### src/rtl/muxn1_valid_rr.sv
// N:1 valid/ready multiplexer with a registered, back-pressurable output stage.
// Define MUXN1_RR_EN to compile in round-robin arbitration (mode=1); otherwise manual select only.
module muxn1_valid_rr #(
  parameter int WIDTH    = 2,
  parameter int CHANNELS = 4,
  parameter int SEL_W    = 2
) (
  input  logic                      clk,
  input  logic                      reset,
  input  logic                      mode,
  input  logic [SEL_W-1:0]          select,
  input  logic [CHANNELS*WIDTH-1:0] in_data,
  input  logic [CHANNELS-1:0]       in_valid,
  output logic [CHANNELS-1:0]       in_ready,
  output logic [WIDTH-1:0]          out_data,
  output logic [SEL_W-1:0]          out_chan,
  output logic                      out_valid,
  input  logic                      out_ready
);

  localparam logic [SEL_W:0] CH_CNT = (SEL_W+1)'(CHANNELS);

  logic             can_load;
  logic             man_ok;
  logic             has_cand;
  logic             transfer;
  logic [SEL_W-1:0] cand;
  logic [WIDTH-1:0] data_sel;
  logic [WIDTH-1:0] chan_data [CHANNELS];

  assign can_load = !out_valid || out_ready;
  assign man_ok   = {1'b0, select} < CH_CNT;

`ifdef MUXN1_RR_EN
  logic [SEL_W-1:0]      ptr_reg;
  logic                  rr_found;
  logic [SEL_W-1:0]      rr_idx;
  logic [SEL_W:0]        scan;
  logic [2**SEL_W-1:0]   valid_pad;

  assign valid_pad = (2**SEL_W)'(in_valid);

  // Cyclic scan starting just after the last round-robin winner.
  always_comb begin
    rr_found = 1'b0;
    rr_idx   = '0;
    scan     = '0;
    for (int k = 1; k <= CHANNELS; k++) begin
      scan = {1'b0, ptr_reg} + (SEL_W+1)'(k);
      if (scan >= CH_CNT) scan = scan - CH_CNT;
      if (!rr_found && valid_pad[scan[SEL_W-1:0]]) begin
        rr_found = 1'b1;
        rr_idx   = scan[SEL_W-1:0];
      end
    end
  end

  assign has_cand = mode ? rr_found : man_ok;
  assign cand     = mode ? rr_idx   : select;

  always_ff @(posedge clk or negedge reset) begin
    if (!reset) begin
      ptr_reg <= SEL_W'(CHANNELS-1);
    end else if (transfer && mode) begin
      ptr_reg <= cand;
    end
  end
`else
  logic unused_mode;
  assign unused_mode = mode;
  assign has_cand    = man_ok;
  assign cand        = select;
`endif

  generate
    for (genvar gi = 0; gi < CHANNELS; gi++) begin : g_chan
      assign chan_data[gi] = in_data[gi*WIDTH +: WIDTH];
      assign in_ready[gi]  = reset && can_load && has_cand &&
                             (cand == SEL_W'(gi)) && in_valid[gi];
    end
  endgenerate

  assign transfer = |in_ready;

  // in_ready is one-hot, so an OR of the gated channels is the data mux.
  always_comb begin
    data_sel = '0;
    for (int i = 0; i < CHANNELS; i++) begin
      if (in_ready[i]) data_sel = data_sel | chan_data[i];
    end
  end

  always_ff @(posedge clk or negedge reset) begin
    if (!reset) begin
      out_data  <= '0;
      out_chan  <= '0;
      out_valid <= 1'b0;
    end else if (can_load) begin
      out_valid <= transfer;
      if (transfer) begin
        out_data <= data_sel;
        out_chan <= cand;
      end
    end
  end

endmodule

### config.mk
export PLATFORM = sky130hd
export DESIGN_NAME = muxn1_valid_rr
export DESIGN_NICKNAME = d
export VERILOG_FILES = /design/src/rtl/muxn1_valid_rr.sv
export SDC_FILE = /design/constraint.sdc
export NUM_CORES = 1
export LEC_CHECK = 0
export CAP_MARGIN = 20
export CORE_AREA = 3 3 40 42
export CTS_BUF_LIST = sky130_fd_sc_hd__clkbuf_8
export DETAILED_ROUTE_END_ITERATION = 10
export DIE_AREA = 0 0 43 45
export DONT_BUFFER_PORTS = 1
export PLACE_DENSITY = 0.38
export SYNTH_ARGS = -nofsm -noshare
export SYNTH_HDL_FRONTEND = slang
export SYNTH_SLANG_ARGS = --single-unit
### constraint.sdc
create_clock -name clk -period 2.1 [get_ports clk]
set_clock_uncertainty 0.15 [all_clocks]
set_input_delay 0.63 -clock clk [delete_from_list [all_inputs] [get_ports clk]]
set_output_delay 0.63 -clock clk [all_outputs]
set_load 0.01 [all_outputs]
==> impl_results.md, run 1 <==
* Core footprint at about 1300 um^2
* Seq/Total Area, Yosys at 0.375
* Power share of the clock group at 0.456
* Routability cong. at 0.777
* Setup Viol. Count Final at 0
* RSZ-0062 raised after global routing: no
* Clock Latency Late Sink at 0.22 ns
* Mapped Area at 334 um^2
* Min Tclk post-route at 1.90 ns
* R2R cell count at 5
* Fillers at 135
* Distinct cells, synth at 18
* Io pins at 27
* # DRC at 0
* Post-synth top area share at 0.375
* Reg2Reg Setup Slack at between 0.4 and 0.5 ns
* FF+latch count, synth at 5
* Setup crit end: in_ready[0]
* Ys Warns at 0
* Reg-to-Reg End: out_chan[0]
* Via density per instance at ~5.4
* Largest vdd supply drop at 0.000301 V
* Die Span Y at 45 um
* Reg clk slew, reported paths at roughly 0.030 ns
* Starting Density at 0.260
* Synthesized area per cell at around 11 um^2
* Storage cell area at 125 um^2
* # clock sinks at 5
* Slew margin rel. at 0.851
* Final Worst Setup Slack at 0.205 ns
* Design Area, Final at 412 um^2
* FF-to-FF Start: out_valid
* Post-DP HPWL at 692 um
* Combinational power share at 0.159
* Post-CTS setup buffers at 0
* Syn nets at 49
* Final Hold Fails at 0
* Total GRT Usage at 0.0936
* Crit path DAT at 1.12 ns
* GRT overflow at 0
* Routed WL at ~850 um
* Layout cells sized above 1 at 0.324
* Sw frac at 0.255
* Root Buffer Master: clkbuf_8
* Max-Cap Viols at 0
* Multi-input gate area at 198 um^2
* Crit. End Element: primary output
* Final ANT Viol Nets at 0
* Final-report max-slew violation count at 0
* CP Class: in -> out
* Largest net degree at the start of global routing at 12
* Net count, final at 56
* Worst-Margin Slew at 0.223 ns
* Setup crit start: out_ready
* Global-route wire length before repair at 1.30 mm
* Clock buffer count from CTS at 3
* CP Launch Type: primary input
* Die width at roughly 43 um
* Wire per inst at 16.3 um
* Run status: completed
* Drt pass-1 iters at 3
* DR iter-0 viols at 2
* Crit Path Max Fanout at 3
* CP Data Required Time at 1.32 ns
* Ant. Diodes at 0
* Flop pwr share at 0.385
* Synthesis-to-finish area growth at 23.2%
* Dpl ws at about 0.19 ns
* Cell count after synthesis at 31
* Cell Rows at 13
* Int Pwr at approximately 0.28 mW
* Fmax at roughly 530 MHz
* Sw power at 0.0951 mW
* Port Buffers at 0
* CTS tree: yes
* Final worst-path cycle share at 0.903
* Number of global-route vias before repair at 287
* Pwr per Cell Area at 906 nW/um^2
* CTS Buffer Depth at 2
* Final setup TNS at 0 ns
* Post-synth top area cell: dfrtp_1
* Placement-stage cell area at 357 um^2
* Initial antenna violation count at 0
* Static leakage at 0.177 nW
* Hold WC Path Type: reg -> reg
* Total number of vias at about 280
* Die Footprint at 1940 um^2
* H-tree Lvls at 1
* Top area cells in the synthesized netlist: dfrtp_1, a32oi_1, o22a_4
[metrics by stage]
stage | hold slack, ns | total power, mW | cells | util
final | 0.404 | 0.373 | 52 | 0.320
after global routing | 0.410 | 0.394 | 52 | 0.320
after CTS | 0.407 | 0.382 | 52 | 0.320
after detailed placement | 0.185 | 0.202 | 47 | 0.278
after global placement | 0.185 | 0.201 | 47 | 0.278
after floorplan | 0.184 | 0.191 | 31 | -
[cells by family (layout without fill, tap and decap cells)]
group	count (synthesis)	in the layout	synth area share
DFF	5	5	0.375
muxes	1	1	0.0449
buffers and inverters	1	7	0.0337
and+or+nand+nor	12	12	0.240
AOI/OAI and AO/OA	12	12	0.307
[routing by layer]
layer	GRT usage	wire, um
met1	0.122	347
met2	0.114	370
met3	0.0359	132
met4	0.0904	0
met5	0	0
[sequential cells by signal, summed over array words and instances, names as in the netlist]
signal,flops
out_chan,2
out_data,2
out_valid,1
[cell usage after synthesis]
| master | instances |
|---|---|
| nand2_1 | 3 |
| dfrtp_1 | 5 |
| nand3b_1 | 1 |
| buf_6 | 1 |
| a32oi_1 | 4 |
| mux2_4 | 1 |
| and2b_2 | 1 |
| o22a_4 | 1 |
| nor2b_1 | 2 |
| nor2b_4 | 1 |
| o2bb2ai_1 | 1 |
| o22ai_1 | 2 |
| a21oi_1 | 1 |
| nand3_2 | 1 |
| a21o_1 | 2 |
| nor2_1 | 2 |
| a21oi_2 | 1 |
| nand2b_2 | 1 |
[critical path, cell delays in order]
cell and delay (ns):
nand2b_2 0.11, nand3b_1 0.13, nor2b_1 0.24
[cells in the final DEF, fill, tap and decap left out, drive strengths merged]
cell type	n
a21o	2
a21oi	2
a32oi	4
and2b	1
buf	2
clkbuf	3
dfrtp	5
dlygate4sd3	1
inv	1
mux2	1
nand2	3
nand2b	1
nand3	1
nand3b	1
nor2	2
nor2b	3
o22a	1
o22ai	2
o2bb2ai	1
[final cells by class]
class / count / area share
Timing Repair Buffer: 3 / 0.0608
Clock buffer: 3 / 0.100
Clock inverter: 1 / 0.00912
Sequential cell: 5 / 0.304
Multi-Input combinational cell: 25 / 0.480
Tap cell: 15 / 0.0456
[power groups by stage]
stage,Clock (mW),Combinational (mW),Sequential [mW]
2_1_floorplan,0,0.0500,0.141
3_3_place_gp,0,0.0552,0.146
3_5_place_dp,0,0.0566,0.146
4_1_cts,0.176,0.0606,0.145
5_1_grt,0.181,0.0660,0.147
6_report,0.170,0.0593,0.144
[what timing repair did]
action,in CTS,in global routing
hold buffers,1,0
gates resized for setup,0,0
endpoints found under the hold margin,5,0
[worst min-delay path by stage]
stage                     slack, ns     endpoint         from  cells past startpoint
after floorplan                0.18  out_chan[0]        reset                      0
after global placement         0.18  out_chan[0]        reset                      0
after detailed placement       0.18  out_chan[1]        reset                      0
after CTS                      0.41  out_data[0]  out_data[0]                      1
after global routing           0.41  out_chan[0]    select[0]                      1
final                          0.40  out_data[0]  out_data[0]                      1
Power figures use the tool's default switching activity.
==> inputs of run 2 (changes only) <==
MAX_ROUTING_LAYER = met4   (was unset)
==> run 2 against run 1 <==
Non-clock buffer count unchanged. Die area unchanged. Register-to-register slack about the same. Clock power about the same. Flip-flop and latch count unchanged. Sequential share of layout area unchanged.
==> impl_results.md, run 2 (synthesized netlist as in run 1, its figures left out) <==
* Crit path DAT at 1.12 ns (about the same)
* Wire per inst at 16.3 um (about the same)
* Final-report max-slew violation count at 0 (unchanged)
* Ant. Diodes at 0 (unchanged)
* Core Util, Final at 0.320 (unchanged)
* Routed WL at 848 um (was 850 um)
* Final worst-path cycle share at 0.903 (about the same)
* Number of global-route vias before repair at 289 (was 287)
* CP Class: in -> out (unchanged)
* Fmax at 528 MHz (about the same)
* # clock sinks at 5 (unchanged)
* DR iter-0 viols at 2 (unchanged)
* Routability cong. at 0.787 (was 0.777)
* Static leakage at 0.177 nW (unchanged)
* List of cells traversed by the critical path: nand2b_2 -> nand3b_1 -> nor2b_1 (unchanged)
* Slowest cell on the critical path: nor2b_1 (unchanged)
* Post-CTS setup buffers at 0 (unchanged)
* Reg clk slew, reported paths at 0.03 ns (about the same)
* Root Buffer Master: clkbuf_8 (unchanged)
* Synthesis-to-finish area growth at 23.2% (unchanged)
* Crit. End Element: primary output (unchanged)
* Total number of vias at 282 (unchanged)
* Setup Viol. Count Final at 0 (unchanged)
* Clock Latency Late Sink at 0.22 ns (about the same)
* Placed instance count at 47 (unchanged)
* Global-route wire length before repair at 1.30 mm (unchanged)
* H-tree Lvls at 1 (unchanged)
* Worst-Margin Slew at 0.223 ns (about the same)
* Run status: completed (unchanged)
* WHS Path Cells at 1 (unchanged)
* Placement-stage cell area at 357 um^2 (unchanged)
* Most common cell after layout, fill and taps aside: dfrtp_1 (unchanged)
* CTS Buffer Depth at 2 (unchanged)
* Largest net degree at the start of global routing at 12 (unchanged)
* Die Span Y at 45 um (unchanged)
* Pwr per Cell Area at 904 nW/um^2 (was 906 nW/um^2)
* Final Hold Fails at 0 (unchanged)
* Clock buffer count from CTS at 3 (unchanged)
* Largest vdd supply drop at 0.000301 V (about the same)
* Final setup TNS at 0 ns (unchanged)
* Die width at 43 um (unchanged)
* Final ANT Viol Nets at 0 (unchanged)
* CP Data Required Time at 1.32 ns (about the same)
* CP Launch Type: primary input (unchanged)
* Die Footprint at 1940 um^2 (unchanged)
* Final non-filler cell total at 52 (unchanged)
* Io pins at 27 (unchanged)
* RSZ-0062 raised after global routing: no (unchanged)
* # DRC at 0 (unchanged)
* GRT overflow at 0 (unchanged)
* Core footprint at 1280 um^2 (unchanged)
* Port Buffers at 0 (unchanged)
* Crit path largest cell delay at 0.24 ns (about the same)
* Total GRT Usage at 0.0965 (was 0.0936)
* Post-CTS Hold Buffers at 1 (unchanged)
* Drt pass-1 iters at 3 (unchanged)
* Crit path depth at 3 (unchanged)
* Net count, final at 56 (unchanged)
* Min Tclk post-route at 1.90 ns (about the same)
* Buf/Inv on CP at 0 (unchanged)
* R2R cell count at 5 (unchanged)
* Starting Density at 0.260 (unchanged)
* Hold WC Path Type: reg -> reg (unchanged)
* Layout cells sized above 1 at 0.324 (unchanged)
* Regs by FF count: out_chan x2, out_data x2, out_valid x1 (unchanged)
* Cell Rows at 13 (unchanged)
* Most frequent cells in the layout: dfrtp_1, a32oi_1, nand2_1, clkbuf_8 (unchanged)
* Fillers at 135 (unchanged)
* CTS tree: yes (unchanged)
* Via density per instance at 5.42 (unchanged)
* Post-DP HPWL at 692 um (unchanged)
* Post-CTS sizing at 0 (unchanged)
* Max-Cap Viols at 0 (unchanged)
* CP delay by family, top: simple AND/OR/NAND/NOR gates (unchanged)
* Design Area, Final at 412 um^2 (unchanged)
* Slew margin rel. at 0.851 (about the same)
* Crit Path Max Fanout at 3 (unchanged)
* Initial antenna violation count at 0 (unchanged)
-- run 2: cell counts in the layout (fill, tap and decap cells not counted) --
No cell type changed its count.
-- run 2: layout make-up --
cell class / count / area [um^2] / share of cell area
Clock buffer: 3 / 41.3 / 0.100
Clock inverter: 1 / 3.75 / 0.00912
Multi-Input combinational cell: 25 / 198 / 0.480
Sequential cell: 5 / 125 / 0.304
Tap cell: 15 / 18.8 / 0.0456
Timing Repair Buffer: 3 / 25.0 / 0.0608
-- run 2: final timing paths --
check                            startpoint          end  slack (ns)
worst max-delay path              out_ready  in_ready[0]        0.20
worst min-delay path            out_data[0]  out_data[0]        0.40
worst max register to register    out_valid  out_chan[0]        0.48
worst min register to register  out_data[0]  out_data[0]        0.40
max in group asynchronous             reset    out_valid        1.06
min in group asynchronous             reset  out_chan[1]        0.55
-- run 2: metrics by stage --
stage                     total power, mW  setup slack, ns  hold WS (ns)
final                               0.372            0.205         0.399
after global placement              0.201            0.199         0.185
after detailed placement            0.202            0.191         0.185
after CTS                           0.382            0.183         0.407
after global routing                0.394            0.110         0.410
after floorplan                     0.191            0.195         0.184
-- run 2: per-layer routing --
layer	GRT usage	share of wire	wire [um]
met1	0.122	0.41	347
met2	0.114	0.44	369
met3	0.0359	0.16	132
met4	0.0904	0	0
met5	-	0	0
-- run 2: power by group --
group / internal, mW / switching, mW
logic: 0.0343 / 0.0250
clock network: 0.125 / 0.0445
registers: 0.118 / 0.0251
total: 0.278 / 0.0946
==> inputs of run 3 (changes only) <==
SKIP_CTS_REPAIR_TIMING = 1   (was unset)
==> run 3 against run 2 <==
Global-route usage fell by 0.17 points. Highest routed layer unchanged. Worst setup slack did not move. Power barely moved. Critical path type unchanged. Clock power barely moved.
==> impl_results.md, run 3 (synthesized netlist as in run 1, its figures left out) <==
* Run status: completed (unchanged)
* CTS Buffer Depth at 2 (unchanged)
* DR iter-0 viols at 2 (unchanged)
* Hold WC Path Type: reg -> reg (unchanged)
* Fillers at 133 (was 135)
* GRT overflow at 0 (unchanged)
* Buf/Inv on CP at 0 (unchanged)
* Wire per inst at 16.3 um (about the same)
* Largest vdd supply drop at 0.000302 V (was 0.000301 V)
* Sw frac at 0.254 (about the same)
* Flop pwr share at 0.385 (about the same)
* Core footprint at 1280 um^2 (unchanged)
* Setup Viol. Count Final at 0 (unchanged)
* Placement-stage cell area at 357 um^2 (unchanged)
* Crit. End Element: primary output (unchanged)
* Port Buffers at 0 (unchanged)
* Reg2Reg Setup Slack at 0.48 ns (about the same)
* CP delay by family, top: simple AND/OR/NAND/NOR gates (unchanged)
* Ant. Diodes at 0 (unchanged)
* Core Util, Final at 0.320 (unchanged)
* Final Hold Fails at 0 (unchanged)
* Starting Density at 0.260 (unchanged)
* Die width at 43 um (unchanged)
* Static leakage at 0.177 nW (unchanged)
* Total GRT Usage at 0.0947 (was 0.0965)
* Reg clk slew, reported paths at 0.03 ns (about the same)
* Final worst-path cycle share at 0.903 (unchanged)
* Io pins at 27 (unchanged)
* CP Launch Type: primary input (unchanged)
* Net count, final at 56 (unchanged)
* Slowest cell on the critical path: nor2b_1 (unchanged)
* Min Tclk post-route at 1.90 ns (unchanged)
* Total number of vias at 284 (was 282)
* Crit path DAT at 1.12 ns (about the same)
* Min Hold Slack at 0.399 ns (unchanged)
* Design Power at 0.372 mW (about the same)
* CP Data Required Time at 1.32 ns (about the same)
* Max-Cap Viols at 0 (unchanged)
* Global-route wire length before repair at 1.28 mm (was 1.30 mm)
* Most common cell after layout, fill and taps aside: dfrtp_1 (unchanged)
* Dpl ws at 0.191 ns (unchanged)
* Most frequent cells in the layout: dfrtp_1, a32oi_1, nand2_1, clkbuf_8 (unchanged)
* Die Span Y at 45 um (unchanged)
* Sw power at 0.0948 mW (was 0.0946 mW)
* Drt pass-1 iters at 3 (unchanged)
* CP Class: in -> out (unchanged)
* Met1 GRT Util at 0.122 (unchanged)
* Crit path largest cell delay at 0.24 ns (about the same)
* Final ANT Viol Nets at 0 (unchanged)
* Routability cong. at 0.787 (unchanged)
* Cell Rows at 13 (unchanged)
* List of cells traversed by the critical path: nand2b_2 -> nand3b_1 -> nor2b_1 (unchanged)
* Design Area, Final at 412 um^2 (unchanged)
* Grt met3 use at 0.0398 (was 0.0359)
* Largest net degree at the start of global routing at 12 (unchanged)
* Placed instance count at 47 (unchanged)
* Final setup TNS at 0 ns (unchanged)
* RSZ-0062 raised after global routing: no (unchanged)
* Met2 Track Usage GR at 0.105 (was 0.114)
* Layout cells sized above 1 at 0.324 (unchanged)
* Via density per instance at 5.46 (was 5.42)
* Final non-filler cell total at 52 (unchanged)
* Fmax at 528 MHz (unchanged)
* Worst-Margin Slew at 0.223 ns (about the same)
* Final-report max-slew violation count at 0 (unchanged)
* Final Worst Setup Slack at 0.205 ns (unchanged)
* # clock sinks at 5 (unchanged)
* Root Buffer Master: clkbuf_8 (unchanged)
* Synthesis-to-finish area growth at 23.2% (unchanged)
* Die Footprint at 1940 um^2 (unchanged)
* # DRC at 0 (unchanged)
* GR peak layer: met1 (unchanged)
* Slew margin rel. at 0.851 (about the same)
* Number of global-route vias before repair at 282 (was 289)
* Crit Path Max Fanout at 3 (unchanged)
* H-tree Lvls at 1 (unchanged)
* Clock Latency Late Sink at 0.22 ns (about the same)
* CTS tree: yes (unchanged)
* Initial antenna violation count at 0 (unchanged)
* Int Pwr at 0.278 mW (about the same)
* Clock buffer count from CTS at 3 (unchanged)
* Pwr per Cell Area at 905 nW/um^2 (was 904 nW/um^2)
* Combinational power share at 0.159 (about the same)
* Power share of the clock group at 0.456 (about the same)
* Post-DP HPWL at 692 um (unchanged)
* Routed WL at 846 um (was 848 um)
* Regs by FF count: out_chan x2, out_data x2, out_valid x1 (unchanged)
[run 3: layout make-up]
type,count,area [um^2],share of cell area
well taps,15,18.8,0.0456
multi-input cells,25,198,0.480
flip-flops and latches,5,125,0.304
clock inverters,1,3.75,0.00912
repair buffers,3,25.0,0.0608
clock buffers,3,41.3,0.100
[run 3: layer usage]
layer  part of all wire  up-vias
li1                   -      135
met1               0.41      130
met4                  0        0
met3               0.16        0
met5                  0        -
met2               0.43       19
[run 3: path summary, 6_finish.rpt]
path,cells after the start,to,from
worst max-delay path,3,in_ready[0],out_ready
worst min-delay path,1,out_data[0],out_data[0]
worst max register to register,5,out_chan[0],out_valid
worst min register to register,1,out_data[0],out_data[0]
max in group asynchronous,1,out_valid,reset
min in group asynchronous,1,out_chan[1],reset
[run 3: power by group through the flow]
stage                     Sequential [mW]  Clock [mW]  Combinational [mW]
final                               0.143       0.170              0.0593
after global routing                0.147       0.181              0.0660
after CTS                           0.145       0.176              0.0575
after detailed placement            0.146           0              0.0566
after global placement              0.146           0              0.0552
after floorplan                     0.141           0              0.0500
